### src/rtl/imem_loader_pkg.sv
// -----------------------------------------------------------------------------
// imem_loader_pkg
// Shared types and constants for the instruction-memory loader.
//   ldr_state_t     : loader FSM state encoding
//   BYTES_PER_WORD  : stream bytes assembled into one 32-bit instruction word
//   IDX_W           : width of the word index (must reach the full depth, 64)
//   is_loading()    : true in states where the loader owns the memory port
//   takes_bytes()   : true in states where the loader accepts a stream byte
// -----------------------------------------------------------------------------
package imem_loader_pkg;

  typedef enum logic [2:0] {
    IDLE,
    LEN_LO,
    LEN_HI,
    DATA,
    WRITE,
    CSUM,
    DONE,
    ERR
  } ldr_state_t;

  localparam int BYTES_PER_WORD = 4;
  localparam int IDX_W          = 7;

  function automatic logic is_loading(input ldr_state_t s);
    return !(s inside {IDLE, DONE, ERR});
  endfunction

  function automatic logic takes_bytes(input ldr_state_t s);
    return (s inside {LEN_LO, LEN_HI, DATA, CSUM});
  endfunction

endpackage

### src/rtl/imem_loader_if.sv
// -----------------------------------------------------------------------------
// imem_loader_if
// Bundles the loader's byte stream, CPU fetch address and instruction-memory
// port into one interface.
//   master : host / CPU / memory side (drives start, stream bytes, cpu_pc)
//   slave  : loader side (drives rx_ready, memory port, status flags)
// Signals:
//   start       single-cycle load request
//   rx_data     stream byte
//   rx_valid    stream byte valid
//   rx_ready    loader accepts a byte this cycle
//   cpu_pc      CPU fetch address
//   imem_addr   memory address (CPU pc when idle, loader address when loading)
//   imem_wdata  word to write
//   imem_we     memory write enable
//   cpu_hold    hold request to the CPU
//   load_done   one-cycle pulse on a successful load
//   load_err    sticky error flag
// -----------------------------------------------------------------------------
interface imem_loader_if;

  logic        start;
  logic [7:0]  rx_data;
  logic        rx_valid;
  logic        rx_ready;
  logic [31:0] cpu_pc;
  logic [31:0] imem_addr;
  logic [31:0] imem_wdata;
  logic        imem_we;
  logic        cpu_hold;
  logic        load_done;
  logic        load_err;

  modport master (
    output start,
    output rx_data,
    output rx_valid,
    output cpu_pc,
    input  rx_ready,
    input  imem_addr,
    input  imem_wdata,
    input  imem_we,
    input  cpu_hold,
    input  load_done,
    input  load_err
  );

  modport slave (
    input  start,
    input  rx_data,
    input  rx_valid,
    input  cpu_pc,
    output rx_ready,
    output imem_addr,
    output imem_wdata,
    output imem_we,
    output cpu_hold,
    output load_done,
    output load_err
  );

endinterface

### src/rtl/imem_loader_byte_word_packer.sv
// -----------------------------------------------------------------------------
// byte_word_packer
// Shifts stream bytes into a little-endian 32-bit word: the first byte of a
// word ends up in [7:0], the fourth in [31:24].
// Ports:
//   clk, rst      clock, asynchronous active-high reset
//   clr_i         synchronous clear of the word and byte count
//   byte_valid_i  a byte is transferred this cycle
//   byte_i        the byte
//   word_o        assembled word (complete the cycle after word_valid_o)
//   word_valid_o  the current byte completes a word
// -----------------------------------------------------------------------------
module byte_word_packer
  import imem_loader_pkg::*;
(
  input  logic        clk,
  input  logic        rst,
  input  logic        clr_i,
  input  logic        byte_valid_i,
  input  logic [7:0]  byte_i,
  output logic [31:0] word_o,
  output logic        word_valid_o
);

  logic [31:0] word_q;
  logic [1:0]  count_q;

  always_ff @(posedge clk or posedge rst) begin
    if (rst) begin
      word_q  <= 32'h0;
      count_q <= 2'd0;
    end else if (clr_i) begin
      word_q  <= 32'h0;
      count_q <= 2'd0;
    end else if (byte_valid_i) begin
      // Shift right so the oldest byte lands in the low lane after 4 bytes.
      word_q  <= {byte_i, word_q[31:8]};
      count_q <= count_q + 2'd1;
    end
  end

  assign word_o       = word_q;
  assign word_valid_o = byte_valid_i && (count_q == 2'(BYTES_PER_WORD - 1));

endmodule

### src/rtl/imem_loader.sv
// -----------------------------------------------------------------------------
// imem_loader
// Program loader and memory-port arbiter for the instruction memory. Receives
// a framed byte stream (LEN_LO, LEN_HI, 4*N little-endian data bytes, CSUM),
// writes each word to memory while holding the CPU, and passes the CPU fetch
// PC through to the memory when not loading.
// Parameters:
//   DEPTH_WORDS  memory depth in words; frames with N > DEPTH_WORDS are rejected
//   BASE_ADDR    byte address of the first loaded word
// Ports:
//   clk      clock, rising edge
//   rst      asynchronous active-high reset
//   ldr_if   imem_loader_if.slave (stream, CPU pc, memory port, status)
//
// state  | meaning
// IDLE   | after reset; CPU owns the memory port, waits for start
// LEN_LO | receive low byte of word count N
// LEN_HI | receive high byte of N; range check
// DATA   | receive bytes of the current word
// WRITE  | one-cycle memory write of the assembled word
// CSUM   | receive and compare checksum byte
// DONE   | load succeeded; behaves as IDLE
// ERR    | oversize frame or bad checksum; behaves as IDLE, load_err set
// -----------------------------------------------------------------------------
module imem_loader
  import imem_loader_pkg::*;
#(
  parameter int          DEPTH_WORDS = 64,
  parameter logic [31:0] BASE_ADDR   = 32'h0
) (
  input logic         clk,
  input logic         rst,
  imem_loader_if.slave ldr_if
);

  ldr_state_t       state_q, state_d;
  logic [7:0]       len_lo_q;
  logic [IDX_W-1:0] n_q;
  logic [IDX_W-1:0] idx_q;
  logic [7:0]       csum_q;
  logic             rx_ready_q;
  logic             we_q;
  logic             hold_q;
  logic             done_q;
  logic             err_q;

  logic             byte_fire;
  logic             start_ok;
  logic [15:0]      len_w;
  logic             data_byte;
  logic [31:0]      pk_word;
  logic             pk_word_valid;

  assign byte_fire = ldr_if.rx_valid && rx_ready_q;
  assign start_ok  = ldr_if.start && !is_loading(state_q);
  assign len_w     = {ldr_if.rx_data, len_lo_q};
  assign data_byte = byte_fire && (state_q == DATA);

  byte_word_packer u_packer (
    .clk          (clk),
    .rst          (rst),
    .clr_i        (start_ok),
    .byte_valid_i (data_byte),
    .byte_i       (ldr_if.rx_data),
    .word_o       (pk_word),
    .word_valid_o (pk_word_valid)
  );

  always_comb begin
    state_d = state_q;
    unique case (state_q)
      IDLE, DONE, ERR: begin
        if (ldr_if.start) state_d = LEN_LO;
      end
      LEN_LO: begin
        if (byte_fire) state_d = LEN_HI;
      end
      LEN_HI: begin
        if (byte_fire) begin
          if (len_w > 16'(DEPTH_WORDS)) state_d = ERR;
          else if (len_w == 16'd0)      state_d = CSUM;
          else                          state_d = DATA;
        end
      end
      DATA: begin
        if (pk_word_valid) state_d = WRITE;
      end
      WRITE: begin
        state_d = ((idx_q + 7'd1) == n_q) ? CSUM : DATA;
      end
      CSUM: begin
        if (byte_fire) state_d = (ldr_if.rx_data == csum_q) ? DONE : ERR;
      end
      default: state_d = IDLE;
    endcase
  end

  // Outputs are registered from the next state so they line up with the
  // state they describe, and all drop on the asynchronous reset.
  always_ff @(posedge clk or posedge rst) begin
    if (rst) begin
      state_q    <= IDLE;
      len_lo_q   <= 8'h0;
      n_q        <= '0;
      idx_q      <= '0;
      csum_q     <= 8'h0;
      rx_ready_q <= 1'b0;
      we_q       <= 1'b0;
      hold_q     <= 1'b0;
      done_q     <= 1'b0;
      err_q      <= 1'b0;
    end else begin
      state_q    <= state_d;
      rx_ready_q <= takes_bytes(state_d);
      hold_q     <= is_loading(state_d);
      we_q       <= (state_d == WRITE);
      done_q     <= (state_q == CSUM) && (state_d == DONE);

      if (start_ok) begin
        n_q    <= '0;
        idx_q  <= '0;
        csum_q <= 8'h0;
        err_q  <= 1'b0;
      end

      if ((state_d == ERR) && (state_q != ERR)) err_q <= 1'b1;

      if ((state_q == LEN_LO) && byte_fire) len_lo_q <= ldr_if.rx_data;
      // Only lengths up to DEPTH_WORDS reach DATA/CSUM, so 7 bits suffice.
      if ((state_q == LEN_HI) && byte_fire) n_q <= len_w[IDX_W-1:0];
      if (data_byte) csum_q <= csum_q + ldr_if.rx_data;
      if (state_q == WRITE) idx_q <= idx_q + 7'd1;
    end
  end

  assign ldr_if.rx_ready   = rx_ready_q;
  assign ldr_if.cpu_hold   = hold_q;
  assign ldr_if.load_done  = done_q;
  assign ldr_if.load_err   = err_q;
  assign ldr_if.imem_we    = we_q;
  assign ldr_if.imem_wdata = we_q ? pk_word : 32'h0;
  // The CPU sees its own pc on the memory port whenever the loader is idle.
  assign ldr_if.imem_addr  = hold_q ? (BASE_ADDR + {23'b0, idx_q, 2'b00})
                                    : ldr_if.cpu_pc;

endmodule

### src/flat_wrapper.sv
// flat-port wrapper written by rule: the top's interface ports become plain ports
module imem_loader_flat import imem_loader_pkg::*;
#(
  parameter int          DEPTH_WORDS = 64,
  parameter logic [31:0] BASE_ADDR   = 32'h0
)
  (clk, rst, ldr_if_start, ldr_if_rx_data, ldr_if_rx_valid, ldr_if_cpu_pc, ldr_if_rx_ready, ldr_if_imem_addr, ldr_if_imem_wdata, ldr_if_imem_we, ldr_if_cpu_hold, ldr_if_load_done, ldr_if_load_err);
  imem_loader_if ldr_if_i ();
  input logic clk;
  input logic rst;
  input wire logic [$bits(ldr_if_i.start)-1:0] ldr_if_start;
  input wire logic [$bits(ldr_if_i.rx_data)-1:0] ldr_if_rx_data;
  input wire logic [$bits(ldr_if_i.rx_valid)-1:0] ldr_if_rx_valid;
  input wire logic [$bits(ldr_if_i.cpu_pc)-1:0] ldr_if_cpu_pc;
  output wire logic [$bits(ldr_if_i.rx_ready)-1:0] ldr_if_rx_ready;
  output wire logic [$bits(ldr_if_i.imem_addr)-1:0] ldr_if_imem_addr;
  output wire logic [$bits(ldr_if_i.imem_wdata)-1:0] ldr_if_imem_wdata;
  output wire logic [$bits(ldr_if_i.imem_we)-1:0] ldr_if_imem_we;
  output wire logic [$bits(ldr_if_i.cpu_hold)-1:0] ldr_if_cpu_hold;
  output wire logic [$bits(ldr_if_i.load_done)-1:0] ldr_if_load_done;
  output wire logic [$bits(ldr_if_i.load_err)-1:0] ldr_if_load_err;
  assign ldr_if_i.start = ldr_if_start;
  assign ldr_if_i.rx_data = ldr_if_rx_data;
  assign ldr_if_i.rx_valid = ldr_if_rx_valid;
  assign ldr_if_i.cpu_pc = ldr_if_cpu_pc;
  assign ldr_if_rx_ready = ldr_if_i.rx_ready;
  assign ldr_if_imem_addr = ldr_if_i.imem_addr;
  assign ldr_if_imem_wdata = ldr_if_i.imem_wdata;
  assign ldr_if_imem_we = ldr_if_i.imem_we;
  assign ldr_if_cpu_hold = ldr_if_i.cpu_hold;
  assign ldr_if_load_done = ldr_if_i.load_done;
  assign ldr_if_load_err = ldr_if_i.load_err;
  imem_loader #(.DEPTH_WORDS(DEPTH_WORDS), .BASE_ADDR(BASE_ADDR)) u_core (.clk(clk), .rst(rst), .ldr_if(ldr_if_i));
endmodule
### config.mk
export PLATFORM = sky130hd
export DESIGN_NAME = imem_loader_flat
export DESIGN_NICKNAME = d
export VERILOG_FILES = /design/src/rtl/imem_loader_pkg.sv /design/src/rtl/imem_loader_if.sv /design/src/rtl/imem_loader_byte_word_packer.sv /design/src/rtl/imem_loader.sv /design/src/flat_wrapper.sv
export SDC_FILE = /design/constraint.sdc
export NUM_CORES = 1
export LEC_CHECK = 0
export ABC_AREA = 1
export BUFFER_PORTS_ARGS = -buffer_cell sky130_fd_sc_hd__clkbuf_2
export CORE_MARGIN = 3
export CORE_UTILIZATION = 47
export CTS_BUF_LIST = sky130_fd_sc_hd__clkbuf_2 sky130_fd_sc_hd__clkbuf_4 sky130_fd_sc_hd__clkbuf_8
export DETAILED_ROUTE_END_ITERATION = 8
export PLACE_DENSITY = 0.85
export SLEW_MARGIN = 20
export SYNTH_ARGS = -nofsm -noshare
export SYNTH_HDL_FRONTEND = slang
export SYNTH_HIERARCHICAL = 1
export SYNTH_SLANG_ARGS = --single-unit
### constraint.sdc
create_clock -name clk -period 3.75 [get_ports clk]
set_clock_uncertainty 0.1 [all_clocks]
set_input_delay 0.375 -clock clk [delete_from_list [all_inputs] [get_ports clk]]
set_output_delay 0.375 -clock clk [all_outputs]
set_load 0.1 [all_outputs]
## After elaboration in Yosys (flattened, before gate mapping)

Cells that the tools add are included.

- Multiplexer cells: 23
- $add $sub $neg: 3
- Eq/ne operators: 18
- Order comparisons: 1
- Reduce and logical (&&, ||, !) cells: 20

Operator list:

| kind | count |
|---|---|
| 32-bit 2-to-1 mux | 4 |
| 3-bit equality test (second input constant) | 8 |
| 3-bit 2-to-1 mux | 8 |
| 7-bit 2-to-1 mux | 3 |
| 3-bit case mux with 6 select lines | 1 |
| 16-bit by 7-bit > comparator with 1-bit output (second input constant) | 1 |
| 16-bit zero test | 1 |
| 8-bit 2-to-1 mux | 2 |
| 3-bit by 2-bit equality test with 1-bit output (second input constant) | 4 |
| 8-bit adder | 1 |
| 8-bit equality test | 1 |
| 1-bit logical AND | 8 |
| 2-bit nonzero test | 4 |
| 7-bit by 1-bit adder with 7-bit output (second input constant) | 1 |
| 7-bit equality test | 1 |
| 3-bit by 1-bit equality test with 1-bit output (second input constant) | 2 |
| 3-bit zero test | 2 |
| 3-bit nonzero test | 2 |
| 2-bit 2-to-1 mux | 2 |
| 4-bit nonzero test | 1 |
| 1-bit 2-to-1 mux | 3 |
| 3-bit != test (second input constant) | 1 |
| 3-bit OR reduction | 1 |
| 2-bit by 1-bit adder with 2-bit output (second input constant) | 1 |
| other kinds (2) | 2 |

- Input bits: 44
- Logic and storage cells: 77
- Output and inout bits: 69
- Register bits after elaboration: 72

## Depth between registers and ports, before layout

- Word-level depth: 8
- Mapped depth: 17
- Gate-level depth less buffers: 15

## By module

The synthesis kept the hierarchy.

By module, submodules not included:

| module | seq. area each (um^2) | cells each | area each (um^2) | instances |
|---|---|---|---|---|
| imem_loader | 950.9 | 421 | 2725.1 | 1 |
| byte_word_packer | 850.8 | 153 | 1492.7 | 1 |

## Least setup slack after synthesis

No wires, ideal clock.

- Path kind: register -> output
- Start: register u_core.hold_q (netlist: u_core/ldr_if.cpu_hold)
- End: output ldr_if_imem_addr[2]
- Arrival time: 2.813 ns
- Cell stages (with the launch flop): 4
- Required time: 3.275 ns
- Slack: 0.462 ns
- Cells stage by stage: dfrtp_1 -> clkbuf_1 -> nor2_1 -> a21oi_1

- Cells in the longest elaborated chain, start to end: 1

Ends and longest elaborated chain:

| element | RTL line | text |
|---|---|---|
| start: declaration | imem_loader.sv:43 | `logic hold_q;` |
| start signal: assignment | imem_loader.sv:115 | `hold_q <= is_loading(state_d);` |
| 32-bit 2-to-1 mux | imem_loader.sv:143 | `assign ldr_if.imem_addr = hold_q ? (BASE_ADDR + {23'b0, idx_q, 2'b00})` |
| end: declaration | flat_wrapper.sv:16 | `output wire logic [$bits(ldr_if_i.imem_addr)-1:0] ldr_if_imem_addr;` |

No other way between the ends.

## Worst setup path after layout

- Start: register u_core.we_q (netlist: u_core/ldr_if.imem_we)
- End: output ldr_if_imem_wdata[24]

- Cells in the longest elaborated chain, start to end: 1

Ends and longest elaborated chain:

| element | RTL line | text |
|---|---|---|
| start: declaration | imem_loader.sv:42 | `logic we_q;` |
| start signal: assignment | imem_loader.sv:116 | `we_q <= (state_d == WRITE);` |
| 32-bit 2-to-1 mux | imem_loader.sv:141 | `assign ldr_if.imem_wdata = we_q ? pk_word : 32'h0;` |
| end: declaration | flat_wrapper.sv:17 | `output wire logic [$bits(ldr_if_i.imem_wdata)-1:0] ldr_if_imem_wdata;` |

No other way between the ends.

==> impl_metrics.toml <==
[drt]
first_iter_violations = 302
post_drt_wl_per_cell_um = 12.51
postRouteWirelength_mm = 9.909
route.antenna.remaining_nets = 0
post-route-drc-count = 0
drtPass1Iterations = 4
via_count = 3937
detail_route.vias_per_cell = 4.971

[final_layout]
antenna_diode_count = 0
layout-area-overhead-vs-synth_pct = 19.28
drive_gt1_share_pct = 24.31
nNetsFinal = 736
postLayoutCellArea_um2 = 5031

[global_routing]
grt_use_met1_pct = 26.74
combined_global_route_utilization_of_all_metal_layers_pct = 20.26
sum_of_overflow_across_all_layers_after_global_routing = 0
antenna_found_initial = 0
grt_first_pass_wirelength_mm = 16.86
grt_max_degree = 43
first_global_vias = 3735
globalRouteMet2Util_pct = 34.18
gr-usage-met3_pct = 4.429
global_route_layer_with_the_greatest_usage = "met2"

[sta]
period_minus_slack_ps = 2467
total_count_of_max_transition_violations_in_the_final_report = 0
final_setup_violation_count = 0
timing.max_slew.rel_slack_pct = 39.33
worst-slew-pin-transition_ps = 910.0
setup_repair_after_global_routing_missed_its_margin = "false"
maxClockFrequency_mhz = 405.3
final-hold-violation-count = 0
hold_slack_ps = 24.62
layout_setup_ws_ps = 1283
tns_ps = 0
timing.final.crit_share_pct = 65.79

[clocking]
numCtsBuffers = 9
number_of_h_tree_branching_levels = 3
clock-root-buffer = "clkbuf_8"
post-cts-setup-buffer-count = 0
cts_stage_hold_buffer_count = 0
tritoncts = "built"
clk-insertion-delay-late_ps = 350
cts_num_sinks = 72
cts-resized-gates = 0
clock_tree.buffer_depth = 2
path_clk_slew_ps = 80

[worst_setup_path]
path_buf_inv = 2
max_stage_delay_ps = 940
critical_path_peak_fanout = 33
worst-endpoint-arrival_ps = 1990
wp_data_required_ps = 3270
type_of_element_launching_the_critical_path = "flip-flop"
timing_worst_setup_path_type = "reg -> out"
kind_of_end_point_of_the_critical_path = "primary output"
worst_path_dominant_cell_family = "flip-flops"
critical_path.cell_chain = "nand2_1, inv_1, clkbuf_2"
critPathSlowestCell = "dfrtp_1"

[synth]
synthesis.yosys.warnings = 6
netlist_area_um2 = 4218
synth.yosys.seq_area_share_pct = 42.72
postSynthRegisterBits = 72
count_of_unique_library_cells_instantiated_by_yosys = 37
avgSynthCellArea_um2 = 7.348
syn_nets = 628
post_synth_inst_count = 574

[status]
outcome = "completed"

[place]
place_hpwl_mm = 7.250
io_buffer_count = 112
preCtsSetupSlack_ps = 1423
gp_congestion = 0.9519
dpl_cell_area_um2 = 4800

[die]
die_area_um2 = 10150
fp-row-count = 33
boundaryPins = 113
floorplan.die.width_um = 100.7
floorplan.initialDensity_pct = 49.83
core_area_um2 = 8464
die-height_um = 100.7

[worst_hold_path]
timing.hold.worst.class = "in -> async"

[power_and_ir_drop]
power.static_leakage_nw = 3.079
power_per_cell_area_nw_per_um2 = 803.2
vdd_ir_drop_max_mv = 0.2854

[job]
max_cap_violations = 0
sequential cells by signal, summed over array words and instances, names as in the netlist:
register	count
u_core/ldr_if.load_done	1
u_core/u_packer/word_o	32
u_core/state_q	3
u_core/ldr_if.load_err	1
u_core/ldr_if.imem_we	1
u_core/ldr_if.rx_ready	1
u_core/n_q	7
u_core/u_packer/count_q	2
u_core/idx_q	7
u_core/ldr_if.cpu_hold	1
u_core/csum_q	8
u_core/len_lo_q	8
per-stage QoR:
stage	power [W]	std cells	util [%]
floorplan	0.003004	574	-
global placement	0.003277	776	56.70
detailed placement	0.003331	776	56.70
CTS	0.004040	792	59.42
global route	0.004299	792	59.44
finish	0.004041	792	59.44
logic make-up after synthesis:
| family | count (synthesis) | synth area share (%) |
|---|---|---|
| buffers and inverters | 129 | 13.08 |
| AND/OR/NAND/NOR | 302 | 32.63 |
| AO/OA/AOI/OAI | 55 | 7.179 |
| flip-flops | 72 | 42.72 |
| adder cells (fa/ha/maj) | 10 | 3.145 |
| XOR/XNOR | 6 | 1.246 |
layer usage:
metal / part of all wire, % / wire length [µm]
met1: 43 / 4231
met2: 50 / 4906
met3: 7.0 / 696
met4: 0.77 / 76
met5: 0 / 0
placed cells by master (no fill, tap or decap), types with 2 or more instances in the layout:
cell type  netlist  layout
a21oi_1         15      15
o22ai_1          6       6
nand2_2          5       5
clkinv_2         0       2
o21ai_0         28      28
clkbuf_8         0      11
nand3_1         38      38
nand3_2         15      15
nand2_1        172     172
xor2_1           5       5
inv_2            4       4
nor2_2           5       5
nor3_1           3       3
dfrtp_1         72      71
nand3b_1         2       2
nand4_1          5       5
nor2_1          50      50
bufinv_16        0       2
buf_4            1       3
inv_1          106     106
clkbuf_2         0     112
ha_1             9       9
cell usage after synthesis, drive strengths merged:
| cell | number | area, µm² |
|---|---|---|
| inv | 111 | 419.2 |
| xor2 | 5 | 43.79 |
| nand3b | 2 | 15.01 |
| or2 | 1 | 6.260 |
| clkbuf | 8 | 30.03 |
| o31ai | 1 | 7.510 |
| a22o | 1 | 8.760 |
| o22ai | 6 | 37.54 |
| dfrtp | 72 | 1802 |
| nor2 | 57 | 250.2 |
| o311ai | 1 | 8.760 |
| nand3 | 54 | 357.8 |
| buf | 10 | 102.6 |
| nor4 | 1 | 6.260 |
| a21oi | 15 | 75.07 |
| o21ai | 28 | 140.1 |
| nand4 | 5 | 31.28 |
| nand2 | 178 | 688.2 |
| a32o | 1 | 10.01 |
| xnor2 | 1 | 8.760 |
| nor3 | 3 | 15.01 |
| fa | 1 | 20.02 |
| a21o | 1 | 7.510 |
| ha | 9 | 112.6 |
| and2 | 1 | 6.260 |
| o21bai | 1 | 7.510 |
cell type report:
class / instances / area (µm²)
clock buffer: 11 / 151.4
inverter: 111 / 419.2
sequential: 72 / 1803
clock inverter: 5 / 78.83
fill: 722 / 3433
multi-input combinational: 373 / 1864
tap: 105 / 131.4
timing repair buffer: 115 / 583.1
path summary, 6_finish.rpt:
check	from	endpoint	slack [ps]	depth (start not counted)
max in group asynchronous	rst	u_core/u_packer/word_o[26]$_DFFE_PP0P_	2800	3
min in group clk	ldr_if_rx_data[3]	u_core/u_packer/word_o[27]$_DFFE_PP0P_	210	3
setup reg to reg	u_core/state_q[0]$_DFF_PP0_	u_core/csum_q[2]$_DFFE_PP0P_	1450	7
hold / removal	rst	u_core/idx_q[6]$_DFFE_PP0P_	20	3
setup / recovery	u_core/ldr_if.imem_we$_DFF_PP0_	ldr_if_imem_wdata[24]	1280	3
hold reg to reg	u_core/u_packer/word_o[5]$_DFFE_PP0P_	u_core/u_packer/word_o[5]$_DFFE_PP0P_	380	2
power by group:
group	leakage [nW]	switching, W	internal [W]
Clock	0.119	0.000295	0.000410
Sequential	0.961	0.000256	0.00104
Combinational	2.00	0.00158	0.000460
worst register-to-register path, cell delays in order (launching register included):
cell     delay, ps
dfrtp_1        430
inv_2           90
nor3_1         270
inv_1          140
nor2_4         110
buf_4          460
nor2_1         300
a32o_1         280
No activity file was read; power rests on OpenSTA's default activity.
